File: src/rtl/ahb_slv_regbank.sv
// rtl/ahb_slv_regbank.sv - AHB-Lite slave with 15 RW registers, a read-only ID word and programmable wait states
module ahb_slv_regbank #(
  parameter int unsigned WAIT_STATES = 1,
  parameter logic [31:0] ID_VALUE    = 32'h4D33_0001
) (
  input  logic        HCLK,
  input  logic        HRESETn,
  input  logic        HSELS,
  input  logic [31:0] HADDRS,
  input  logic [1:0]  HTRANSS,
  input  logic        HWRITES,
  input  logic [2:0]  HSIZES,
  input  logic        HREADYS,
  input  logic [31:0] HWDATAS,
  output logic        HREADYOUTS,
  output logic        HRESPS,
  output logic [31:0] HRDATAS
);
  typedef enum logic [1:0] {S_IDLE, S_WAIT, S_ERR1, S_ERR2} state_t;

  state_t      state_q, state_d;
  logic [3:0]  cnt_q, cnt_d;
  logic [5:0]  addr_q, addr_d;
  logic [1:0]  size_q, size_d;
  logic        write_q, write_d;
  logic        dp_q, dp_d;
  logic [31:0] regs_q [0:14];
  logic [31:0] regs_d [0:14];

  logic        valid, xfer_err, accept, complete;
  logic [3:0]  lanes;
  logic [31:0] rd_word;
  logic        unused_ok;

  assign unused_ok = ^{HADDRS[31:6], HTRANSS[0]};

  assign valid    = HSELS & HTRANSS[1] & HREADYS;
  assign xfer_err = (HSIZES > 3'd2) ||
                    (HSIZES == 3'd1 && HADDRS[0]) ||
                    (HSIZES == 3'd2 && HADDRS[1:0] != 2'b00) ||
                    (HWRITES && HADDRS[5:2] == 4'hF);
  assign accept   = valid && (state_q == S_IDLE || state_q == S_ERR2);
  // dp_q marks an OKAY data phase; it completes in the first IDLE cycle after WAIT
  assign complete = dp_q && (state_q == S_IDLE);

  always_comb begin
    state_d = state_q;
    cnt_d   = cnt_q;
    addr_d  = addr_q;
    size_d  = size_q;
    write_d = write_q;
    dp_d    = dp_q;
    case (state_q)
      S_WAIT: begin
        cnt_d = cnt_q - 4'd1;
        if (cnt_q == 4'd1) state_d = S_IDLE;
      end
      S_ERR1: state_d = S_ERR2;
      default: begin
        state_d = S_IDLE;
        dp_d    = 1'b0;
        if (accept) begin
          addr_d  = HADDRS[5:0];
          size_d  = HSIZES[1:0];
          write_d = HWRITES;
          if (xfer_err) begin
            state_d = S_ERR1;
          end else begin
            dp_d = 1'b1;
            if (WAIT_STATES != 0) begin
              state_d = S_WAIT;
              cnt_d   = 4'(WAIT_STATES);
            end
          end
        end
      end
    endcase
  end

  always_comb begin
    case (size_q)
      2'd0:    lanes = 4'b0001 << addr_q[1:0];
      2'd1:    lanes = addr_q[1] ? 4'b1100 : 4'b0011;
      default: lanes = 4'b1111;
    endcase
  end

  always_comb begin
    regs_d = regs_q;
    if (complete && write_q && addr_q[5:2] != 4'hF) begin
      for (int b = 0; b < 4; b++) begin
        if (lanes[b]) regs_d[addr_q[5:2]][8*b +: 8] = HWDATAS[8*b +: 8];
      end
    end
  end

  assign rd_word    = (addr_q[5:2] == 4'hF) ? ID_VALUE : regs_q[addr_q[5:2]];
  assign HREADYOUTS = !(state_q == S_WAIT || state_q == S_ERR1);
  assign HRESPS     = (state_q == S_ERR1) || (state_q == S_ERR2);
  assign HRDATAS    = (complete && !write_q) ? rd_word : 32'h0;

  always_ff @(posedge HCLK or negedge HRESETn) begin
    if (!HRESETn) begin
      state_q <= S_IDLE;
      cnt_q   <= 4'd0;
      addr_q  <= 6'd0;
      size_q  <= 2'd0;
      write_q <= 1'b0;
      dp_q    <= 1'b0;
      for (int i = 0; i < 15; i++) regs_q[i] <= 32'h0;
    end else begin
      state_q <= state_d;
      cnt_q   <= cnt_d;
      addr_q  <= addr_d;
      size_q  <= size_d;
      write_q <= write_d;
      dp_q    <= dp_d;
      regs_q  <= regs_d;
    end
  end
endmodule

File: config.mk
export PLATFORM = sky130hd
export DESIGN_NAME = ahb_slv_regbank
export DESIGN_NICKNAME = d
export VERILOG_FILES = /design/src/rtl/ahb_slv_regbank.sv
export SDC_FILE = /design/constraint.sdc
export NUM_CORES = 1
export LEC_CHECK = 0
export CORE_MARGIN = 1
export CORE_UTILIZATION = 48
export CTS_BUF_LIST = sky130_fd_sc_hd__clkbuf_2 sky130_fd_sc_hd__clkbuf_4 sky130_fd_sc_hd__clkbuf_8
export DETAILED_ROUTE_END_ITERATION = 8
export PLACE_DENSITY = 0.68
export RECOVER_POWER = 50
export SLEW_MARGIN = 20
export SYNTH_ARGS = -nofsm -noshare
export SYNTH_HDL_FRONTEND = slang
export SYNTH_SLANG_ARGS = --single-unit
File: constraint.sdc
create_clock -name HCLK -period 2.81 [get_ports HCLK]
set_input_delay 0.562 -clock HCLK [delete_from_list [all_inputs] [get_ports HCLK]]
set_output_delay 0.562 -clock HCLK [all_outputs]
set_load 0.02 [all_outputs]
==> results of run 1 <==
cells by family (layout without fill, tap and decap cells):
kind of cell             Yosys count  count (layout)  share of synthesized area (%)
AND/OR/NAND/NOR                  135             135                          4.539
adder cells (fa/ha/maj)            6               6                         0.3234
multiplexers                     640             640                          35.07
flip-flops                       496             496                          53.48
buffers and inverters            136             406                          2.625
AO/OA/AOI/OAI                    132             132                          3.962
other                              0               1                              0
final timing paths:
kind                                to
max                        HRDATAS[29]
min                        regs_q[224]
max reg2reg                regs_q[239]
min reg2reg                regs_q[224]
max in group asynchronous    addr_q[5]
min in group asynchronous  regs_q[199]
what timing repair did:
item | 4_1_cts | 5_1_grt
endpoints found under the setup margin | 33 | 56
hold buffers | 1 | 0
gates cloned | 3 | 4
pin swaps | 14 | 32
hold endpoints to repair | 50 | 0
resized for setup | 220 | 84
buffers inserted | 17 | 19
metal layers:
layer | routed length [µm] | track usage [%] | part of all wire, %
met1 | 25000 | 32.16 | 44
met2 | 26900 | 37.09 | 48
met3 | 2930 | 4.598 | 5.2
met4 | 1444 | 8.490 | 2.6
met5 | 0 | 0 | 0
worst reg2reg max path: stages, from the launching register on:
cell and delay, ps:
dfrtp_1 370, inv_1 80, ha_1 190, buf_4 130, nand3_2 260, nor2_2 450, nand3_1 540, mux2_1 500
flip-flops by register name (all words and copies together) (netlist names):
register and count:
addr_q 6, cnt_q 4, dp_q 1, regs_q 480, size_q 2, state_q 2
write_q 1
cell usage in the layout, fill, tap and decap left out, drive strengths merged, types with 7 or more instances in the layout:
| master | n |
|---|---|
| mux2i | 55 |
| nor3 | 31 |
| nand2 | 23 |
| inv | 34 |
| a21oi | 8 |
| a22oi | 7 |
| buf | 169 |
| dfrtp | 496 |
| clkbuf | 147 |
| o221ai | 26 |
| mux4 | 89 |
| o22ai | 27 |
| mux2 | 496 |
| nand3 | 35 |
| nand2b | 8 |
| clkdlybuf4s50 | 46 |
| nor2 | 13 |
| o21ai | 30 |
per-stage QoR:
stage / power, µW / cell area [µm²]
2_1_floorplan: 12520 / 23210
3_3_place_gp: 14920 / 25460
3_5_place_dp: 15060 / 25460
4_1_cts: 22400 / 27560
5_1_grt: 23930 / 28010
6_report: 22870 / 28010
area by class of cell:
type	instances	share of cell area, %
diodes	1	0.008934
flip-flops and latches	496	44.35
multi-input cells	913	37.95
well taps	615	2.747
inverters	31	0.4154
clock inverters	10	0.2278
repair buffers	232	8.500
clock buffers	133	5.798
power by group:
part	switching, µW	total, µW	internal, µW
clock	2850	6490	3650
combinational	4160	8340	4190
sequential	371	8040	7660
==> impl_results.md, run 1 <==
- Max stage delay on crit path: 560 ps
- Seq cells post-synth: 496
- Worst-path clk slew: 60 ps
- P&R area growth vs syn: 20.68%
- Top cells by area, synth: dfrtp_1 (53%), mux2_2 (24%), mux4_2 (8.6%)
- Maximum number of pins on one net before global-route repair: 71
- Initial DRC count: 842
- Post-Syn Area: 0.02321 mm²
- H-tree depth: 3
- Post-Layout Cell Count: 2431
- Min Hold Slack: 487.4 ps
- Setup crit start kind: flop
- Ys async rst share: 100.0%
- P_leak: 0.01220 µW
- Yosys cell types: 56
- Max_slew headroom: -15.22%
- Num CTS Buffers: 83
- Avg Vias per Cell: 5.863
- Slowest CP cell: dfrtp_4
- Fin nets: 1837
- Chip height: 221.9 µm
- Antenna-violating nets left: 0
- Detailed Route WL: 56270 µm
- Final Core Density: 58.67%
- I/O Pins: 108
- Final-report hold violation count: 0
- Vias post-DR: 14.25k
- Row cnt: 80
- Post-layout min period: 3193 ps
- Pre-CTS setup slack: -180.5 ps
- Wire per inst: 23.15 µm
- Ys Warns: 0
- Worst Setup End Kind: primary output
- Post-synth top area share: 53.48%
- Hold Path Stages: 1
- DPL Wire Length: 34980 µm
- Worst path depth: 7
- FF-to-FF setup slack: 190 ps
- Placed Cells: 2246
- Status: finished, violations left
- Post-synth EDFFs: 0
- Drt pass-1 iters: 5
- Critical path arrival: 2630 ps
- Fill count: 3690
- Worst setup startpoint: addr_q[2]
- Critical Setup Path Class: flop to primary output
- Worst-margin pin slew: 1728 ps
- Layout cells sized above 1: 56.36%
- GPL Wtd Cong: 0.7967
- Clock sinks: 496
- Residual DRC: 0
- Pins Over Slew Limit: 64
- Tcrit/Tclk final: 113.6%
- CTS max path bufs: 3
- GRT Residual Overflow: 0
- PwrDens: 816.5 mW/mm²
- Port bufs: 80
- CTS tree: done
- Worst vdd ir: 0.4282 mV
- Die W: 221.9 µm
- Leading area contributor after synthesis: dfrtp_1
- Top FF cell, synth: dfrtp_1
- Final setup vio count: 32
- CP cell instances: buf_4 -> buf_4 -> buf_12 -> mux4_2 -> mux2i_2 -> o22ai_2 -> buf_2
- Tot GR Track Use: 23.39%
- Final worst-path setup slack: -383.2 ps
- Reg area: 0.01242 mm²
- Critical path peak fanout: 7
- Worst Path Required: 2250 ps
- Seq/Total Area, Yosys: 53.48%
- Syn Inst Count: 1545
- Initial Utilization: 48.61%
- HP Class: flop to flop
- Setup Skew: 14.08 ps
- CP top delay family: multiplexers
- Failing checks: max-capacitance violations, max-slew violations, negative setup slack
- Full die area: 0.04924 mm²
- Setup TNS: -10090 ps
- Post-synth top cells: dfrtp_1 (496), mux2_2 (485), mux4_2 (89), clkbuf_1 (55), mux2i_1 (55)
- Max Fclk: 313.2 MHz
- Syn avg cell area: 15.02 µm²
- RSZ-0062 raised after global routing: yes
- Core area: 0.04775 mm²
- Top-count cell post-synth: dfrtp_1
- Root Buffer: clkbuf_8
- First-pass GRT wire length: 88260 µm
- Reg-to-Reg Start: state_q[0]
- Post-Syn Nets: 1625
- Worst skew pair latency: 650 ps
- Buffers & Inverters on Critical Path: 4
- Area occupied by multi-input gates: 0.01063 mm²
- Initial antenna violation count: 1
- MaxCap Viol Count: 1
- Cell mode on critical path: buf_4
- Vias in the first global route: 15.27k
- Worst-case reg-to-reg path depth: 7
- Hold path startpoint: regs_q[224]
Note: power is estimated with default switching activity, not from simulation.
==> inputs of run 2 (changes only) <==
--- a/config.mk
+++ b/config.mk
@@ -15,3 +15,4 @@
 export SYNTH_ARGS = -nofsm -noshare
 export SYNTH_HDL_FRONTEND = slang
 export SYNTH_SLANG_ARGS = --single-unit
+export TNS_END_PERCENT = 5
==> run 2 against run 1 <==
Compared with the run above: the flow still finishes with violations (max-capacitance violations, max-slew violations, negative setup slack); sequential power about the same; worst hold slack about the same; sequential share of layout area up 0.93 points; die area unchanged; utilization down 1.2 points; final area down 2.0%; first-iteration DRC count down 5.9%; worst setup slack better by 9.8 ps; via count down 1.7%; maximum frequency up 0.31%; routed wire length down 2.0%; count of clock-buffer cells in the layout unchanged.
==> impl_results.md, run 2 (synthesized netlist as in run 1, its figures left out) <==
- Critical path arrival: 2620 ps (was 2630 ps)
- Tcrit/Tclk final: 113.3% (was 113.6%)
- Regs by FF count: regs_q x480, addr_q x6, cnt_q x4 (unchanged)
- Critical path peak fanout: 12 (was 7)
- Worst-margin pin slew: 1719 ps (was 1728 ps)
- Row cnt: 80 (unchanged)
- DPL Wire Length: 34980 µm (unchanged)
- Initial Utilization: 48.61% (unchanged)
- GPL Wtd Cong: 0.7967 (unchanged)
- Max_slew headroom: -14.60% (was -15.22%)
- PwrDens: 806.0 mW/mm² (was 816.5 mW/mm²)
- Initial DRC count: 792 (was 842)
- I/O Pins: 108 (unchanged)
- Chip height: 221.9 µm (unchanged)
- P_leak: 0.01200 µW (was 0.01220 µW)
- Failing checks: max-capacitance violations, max-slew violations, negative setup slack (unchanged)
- Initial antenna violation count: 1 (unchanged)
- Largest register by flop count: regs_q (unchanged)
- Layout cells sized above 1: 54.77% (was 56.36%)
- Vias in the first global route: 15.21k (was 15.27k)
- Port bufs: 80 (unchanged)
- Worst vdd ir: 0.4465 mV (was 0.4282 mV)
- Most frequent cells in the layout: dfrtp_1 (492), mux2_2 (485), clkbuf_8 (100) (was dfrtp_1 (492), mux2_2 (485), buf_4 (104))
- Clock sinks: 496 (unchanged)
- H-tree depth: 3 (unchanged)
- Max Fclk: 314.1 MHz (was 313.2 MHz)
- CTS max path bufs: 3 (unchanged)
- Core area: 0.04775 mm² (unchanged)
- CTS tree: done (unchanged)
- Critical Setup Path Class: flop to primary output (unchanged)
- Setup crit start kind: flop (unchanged)
- Wire per inst: 22.92 µm (was 23.15 µm)
- Post-layout min period: 3183 ps (was 3193 ps)
- Tot GR Track Use: 23.26% (was 23.39%)
- MaxCap Viol Count: 1 (unchanged)
- Final worst-path setup slack: -373.3 ps (was -383.2 ps)
- Status: finished, violations left (unchanged)
- Total Power: 22120 µW (was 22870 µW)
- Max reg flops: 480 (unchanged)
- Reg area: 0.01242 mm² (unchanged)
- Final-report hold violation count: 0 (unchanged)
- Worst skew pair latency: 660 ps (was 650 ps)
- Max stage delay on crit path: 540 ps (was 560 ps)
- Vias post-DR: 14.02k (was 14.25k)
- Setup TNS: -9535 ps (was -10090 ps)
- HP Class: flop to flop (unchanged)
- First-pass GRT wire length: 87840 µm (was 88260 µm)
- Full die area: 0.04924 mm² (unchanged)
- Worst Setup End Kind: primary output (unchanged)
- Pins Over Slew Limit: 64 (unchanged)
- Num CTS Buffers: 83 (unchanged)
- Cell mode on critical path: buf_4 (unchanged)
- Detailed Route WL: 55170 µm (was 56270 µm)
- Fill count: 3757 (was 3690)
- Worst-path clk slew: 60 ps (about the same)
- Die W: 221.9 µm (unchanged)
- Fin nets: 1813 (was 1837)
- Commonest non-fill, non-tap cell in the layout: dfrtp_1 (unchanged)
- Drt pass-1 iters: 5 (unchanged)
- Buffers & Inverters on Critical Path: 4 (unchanged)
- Area occupied by multi-input gates: 0.01044 mm² (was 0.01063 mm²)
- CP top delay family: multiplexers (unchanged)
- Setup Skew: 13.48 ps (was 14.08 ps)
- CP cell instances: buf_4 -> buf_4 -> buf_12 -> mux4_2 -> mux2i_2 -> o22ai_1 -> buf_2 (was buf_4 -> buf_4 -> buf_12 -> mux4_2 -> mux2i_2 -> o22ai_2 -> buf_2)
- GRT Residual Overflow: 0 (unchanged)
- Root Buffer: clkbuf_8 (unchanged)
- Final setup vio count: 32 (unchanged)
- Slowest CP cell: dfrtp_4 (unchanged)
- Residual DRC: 0 (unchanged)
- Avg Vias per Cell: 5.823 (was 5.863)
- P&R area growth vs syn: 18.22% (was 20.68%)
- RSZ-0062 raised after global routing: yes (unchanged)
- Antenna-violating nets left: 0 (unchanged)
- Maximum number of pins on one net before global-route repair: 71 (unchanged)
- Worst Path Required: 2250 ps (about the same)
-- run 2: changes by cell type in the layout (fill, tap and decap cells not counted), sizes merged --
cell | before | now
buf | 169 | 150
clkbuf | 147 | 142
-- run 2: final timing paths --
check,startpoint,cells past startpoint,endpoint,slack (ps)
max,addr_q[2],7,HRDATAS[31],-370
min,regs_q[232],1,regs_q[232],490
max reg2reg,state_q[0],7,regs_q[175],10
min reg2reg,regs_q[232],1,regs_q[232],490
max in group asynchronous,HRESETn,3,addr_q[5],250
min in group asynchronous,HRESETn,2,regs_q[199],910
-- run 2: repair_timing --
action                                  CTS  global route
pin swaps                                10            11
cloned                                    2             0
hold buffers                              1             0
resized for setup                       201            35
buffers inserted                          9             5
endpoints found under the setup margin   33            56
hold endpoints to repair                 50             0
-- run 2: layout make-up --
class | count | share of cell area, %
flip-flops and latches | 496 | 45.27
multi-input cells | 913 | 38.03
repair buffers | 208 | 7.305
clock buffers | 133 | 5.919
well taps | 615 | 2.805
inverters | 31 | 0.4241
clock inverters | 10 | 0.2326
diodes | 1 | 0.009120
-- run 2: per-stage QoR --
step                setup WS, ps  hold WS [ps]  util (%)  instance area [µm²]  std cells
finish                    -373.3         487.5     57.47                27440       2407
global route              -466.2         503.6     57.47                27440       2407
CTS                       -402.9         450.0     57.33                27380       2401
detailed placement        -180.5         473.9     53.32                25460       2246
global placement          -153.5         462.6     53.32                25460       2246
floorplan                  312.6         266.4         -                23210       1545
-- run 2: per-layer routing --
layer,up-vias,share of wire [%],wire (µm),global-route usage (%)
met5,-,0,0,0
met4,0,2.5,1361,8.289
met3,91,5.2,2869,4.466
met2,308,48,26360,36.91
met1,7416,45,24580,32.09
li1,6202,-,-,-
-- run 2: where the power goes --
part	leakage, µW	switching, µW	internal [µW]
logic	0.00494	3890	3700
clock network	0.000908	2850	3650
registers	0.00615	361	7660
==> inputs of run 3 (changes only) <==
--- a/config.mk
+++ b/config.mk
@@ -8,11 +8,11 @@
 export CORE_MARGIN = 1
 export CORE_UTILIZATION = 48
 export CTS_BUF_LIST = sky130_fd_sc_hd__clkbuf_2 sky130_fd_sc_hd__clkbuf_4 sky130_fd_sc_hd__clkbuf_8
+export CTS_CLUSTER_SIZE = 8
 export DETAILED_ROUTE_END_ITERATION = 8
-export PLACE_DENSITY = 0.68
+export PLACE_DENSITY = 0.66
 export RECOVER_POWER = 50
 export SLEW_MARGIN = 20
 export SYNTH_ARGS = -nofsm -noshare
 export SYNTH_HDL_FRONTEND = slang
 export SYNTH_SLANG_ARGS = --single-unit
-export TNS_END_PERCENT = 5
==> run 3 against run 2 <==
Compared with the run above: global-route usage rose by 0.56 points; register-to-register slack improved by 100 ps; largest cell class unchanged; the flow still finishes with violations (max-capacitance violations, max-slew violations, negative setup slack); critical path type unchanged; non-clock buffer count up 18.
==> impl_results.md, run 3 (synthesized netlist as in run 1, its figures left out) <==
- Residual DRC: 0 (unchanged)
- Vias in the first global route: 15.32k (was 15.21k)
- P_leak: 0.01223 µW (was 0.01200 µW)
- Pint: 15600 µW (was 15010 µW)
- Post-Layout Cell Count: 2422 (was 2407)
- Placed Cells: 2262 (was 2246)
- Num CTS Buffers: 84 (was 83)
- Sequential Power Share: 34.9% (was 36.3%)
- Clock sinks: 496 (unchanged)
- GRT Residual Overflow: 0 (unchanged)
- CP top delay family: buffers and inverters (was multiplexers)
- Initial antenna violation count: 1 (unchanged)
- Worst Setup End Kind: primary output (unchanged)
- First-pass GRT wire length: 89440 µm (was 87840 µm)
- Switching Share: 32.07% (was 32.11%)
- Full die area: 0.04924 mm² (unchanged)
- Final worst-path setup slack: -337.3 ps (was -373.3 ps)
- Setup TNS: -8152 ps (was -9535 ps)
- FF-to-FF setup slack: 110 ps (was 10 ps)
- I/O Pins: 108 (unchanged)
- Critical Setup Path Class: flop to primary output (unchanged)
- CP cell instances: buf_12 -> buf_12 -> buf_12 -> buf_12 -> mux4_2 -> mux2i_1 -> o22ai_2 -> buf_6 (was buf_4 -> buf_4 -> buf_12 -> mux4_2 -> mux2i_2 -> o22ai_1 -> buf_2)
- Maximum number of pins on one net before global-route repair: 92 (was 71)
- Root Buffer: clkbuf_8 (unchanged)
- Clock power share: 28.5% (was 29.4%)
- Slowest CP cell: dfrtp_4 (unchanged)
- Cell mode on critical path: buf_12 (was buf_4)
- Avg Vias per Cell: 5.872 (was 5.823)
- Worst-path clk slew: 60 ps (about the same)
- Final-report hold violation count: 0 (unchanged)
- HP Class: flop to flop (unchanged)
- PwrDens: 816.4 mW/mm² (was 806.0 mW/mm²)
- Vias post-DR: 14.22k (was 14.02k)
- Layout cells sized above 1: 56.56% (was 54.77%)
- Port bufs: 80 (unchanged)
- Fin nets: 1832 (was 1813)
- CTS max path bufs: 3 (unchanged)
- Commonest non-fill, non-tap cell in the layout: dfrtp_1 (unchanged)
- Combinational Power Share: 36.6% (was 34.4%)
- Wire per inst: 23.41 µm (was 22.92 µm)
- Most frequent cells in the layout: dfrtp_1 (492), mux2_2 (485), clkbuf_8 (108) (was dfrtp_1 (492), mux2_2 (485), clkbuf_8 (100))
- Tot GR Track Use: 23.82% (was 23.26%)
- Max Fclk: 317.7 MHz (was 314.1 MHz)
- Critical path peak fanout: 7 (was 12)
- Antenna Cells: 0 (was 1)
- Fill count: 3639 (was 3757)
- Antenna-violating nets left: 0 (unchanged)
- Setup crit start kind: flop (unchanged)
- Max reg flops: 480 (unchanged)
- Core area: 0.04775 mm² (unchanged)
- Worst vdd ir: 0.4646 mV (was 0.4465 mV)
- DPL Wire Length: 35710 µm (was 34980 µm)
- Buffers & Inverters on Critical Path: 5 (was 4)
- Worst skew pair latency: 650 ps (was 660 ps)
- Failing checks: max-capacitance violations, max-slew violations, negative setup slack (unchanged)
- Max stage delay on crit path: 500 ps (was 540 ps)
- Pre-CTS setup slack: -281.3 ps (was -180.5 ps)
- Max_slew headroom: -11.63% (was -14.60%)
- Critical path arrival: 2590 ps (was 2620 ps)
- H-tree depth: 3 (unchanged)
- MaxCap Viol Count: 1 (unchanged)
- CTS tree: done (unchanged)
- Regs by FF count: regs_q x480, addr_q x6, cnt_q x4 (unchanged)
- Chip height: 221.9 µm (unchanged)
- Worst Path Required: 2250 ps (about the same)
- Status: finished, violations left (unchanged)
- Post-layout min period: 3147 ps (was 3183 ps)
- P_sw: 7366 µW (was 7101 µW)
- Row cnt: 80 (unchanged)
- P&R area growth vs syn: 21.21% (was 18.22%)
- Drt pass-1 iters: 5 (unchanged)
- Largest register by flop count: regs_q (unchanged)
- Pins Over Slew Limit: 65 (was 64)
- Setup Skew: 21.03 ps (was 13.48 ps)
- Tcrit/Tclk final: 112.0% (was 113.3%)
- GPL Wtd Cong: 0.7692 (was 0.7967)
- Worst-margin pin slew: 1674 ps (was 1719 ps)
- RSZ-0062 raised after global routing: yes (unchanged)
- Detailed Route WL: 56700 µm (was 55170 µm)
- Final setup vio count: 32 (unchanged)
- Initial Utilization: 48.61% (unchanged)
- Initial DRC count: 753 (was 792)
- Die W: 221.9 µm (unchanged)
==> run 3: changes by cell type in the layout (fill, tap and decap cells not counted), moves of 3 or more <==
cell	previous run	this run
o221ai_2	0	4
inv_6	3	0
mux2i_4	1	5
a21oi_1	7	3
clkbuf_4	36	26
mux2i_2	7	4
o21ai_0	12	8
buf_8	1	5
o221ai_1	26	22
buf_6	15	30
buf_12	17	27
clkbuf_8	100	108
buf_2	17	3
clkbuf_2	6	3
==> run 3: final timing paths <==
kind,from,to,depth (start not counted)
setup / recovery,addr_q[2],HRDATAS[6],8
hold / removal,regs_q[225],regs_q[225],1
setup reg to reg,state_q[0],regs_q[203],8
hold reg to reg,regs_q[225],regs_q[225],1
max in group asynchronous,HRESETn,regs_q[445],3
min in group asynchronous,HRESETn,regs_q[131],2
==> run 3: timing repair <==
item	in CTS	in global routing
resized for setup	283	38
gates cloned	6	2
setup buffers	8	4
hold buffers	1	0
pin swaps	24	21
endpoints found under the setup margin	33	32
endpoints found under the hold margin	56	0
==> run 3: stage by stage <==
step / cell area, µm² / total power, µW / utilization (%) / hold WS, ps
floorplan: 23210 / 12520 / - / 266.4
global placement: 25630 / 15100 / 53.67 / 466.6
detailed placement: 25630 / 15200 / 53.67 / 472.9
CTS: 27960 / 22780 / 58.57 / 462.8
global route: 28130 / 24000 / 58.92 / 508.2
finish: 28130 / 22970 / 58.92 / 481.7
==> run 3: cell type report <==
class                   instances  area [µm²]  share of cell area, %
multi-input cells             913       10670                  37.92
repair buffers                226        2446                  8.695
clock buffers                 131        1653                  5.875
inverters                      31       116.4                 0.4136
flip-flops and latches        496       12420                  44.15
well taps                     615       769.5                  2.735
clock inverters                10       57.56                 0.2046
==> run 3: metal layers <==
| layer | track usage (%) | vias up | part of all wire (%) |
|---|---|---|---|
| li1 | - | 6230 | - |
| met1 | 33.26 | 7578 | 45 |
| met2 | 37.77 | 304 | 48 |
| met3 | 3.949 | 109 | 4.1 |
| met4 | 8.580 | 2 | 2.8 |
| met5 | 0 | - | 0.023 |
==> run 3: power groups by stage <==
stage	registers (µW)	logic (µW)	clock network, µW
global route	8090	8880	7040
global placement	8150	6950	0
CTS	8010	8040	6720
floorplan	7980	4540	0
finish	8030	8400	6550
detailed placement	8180	7020	0
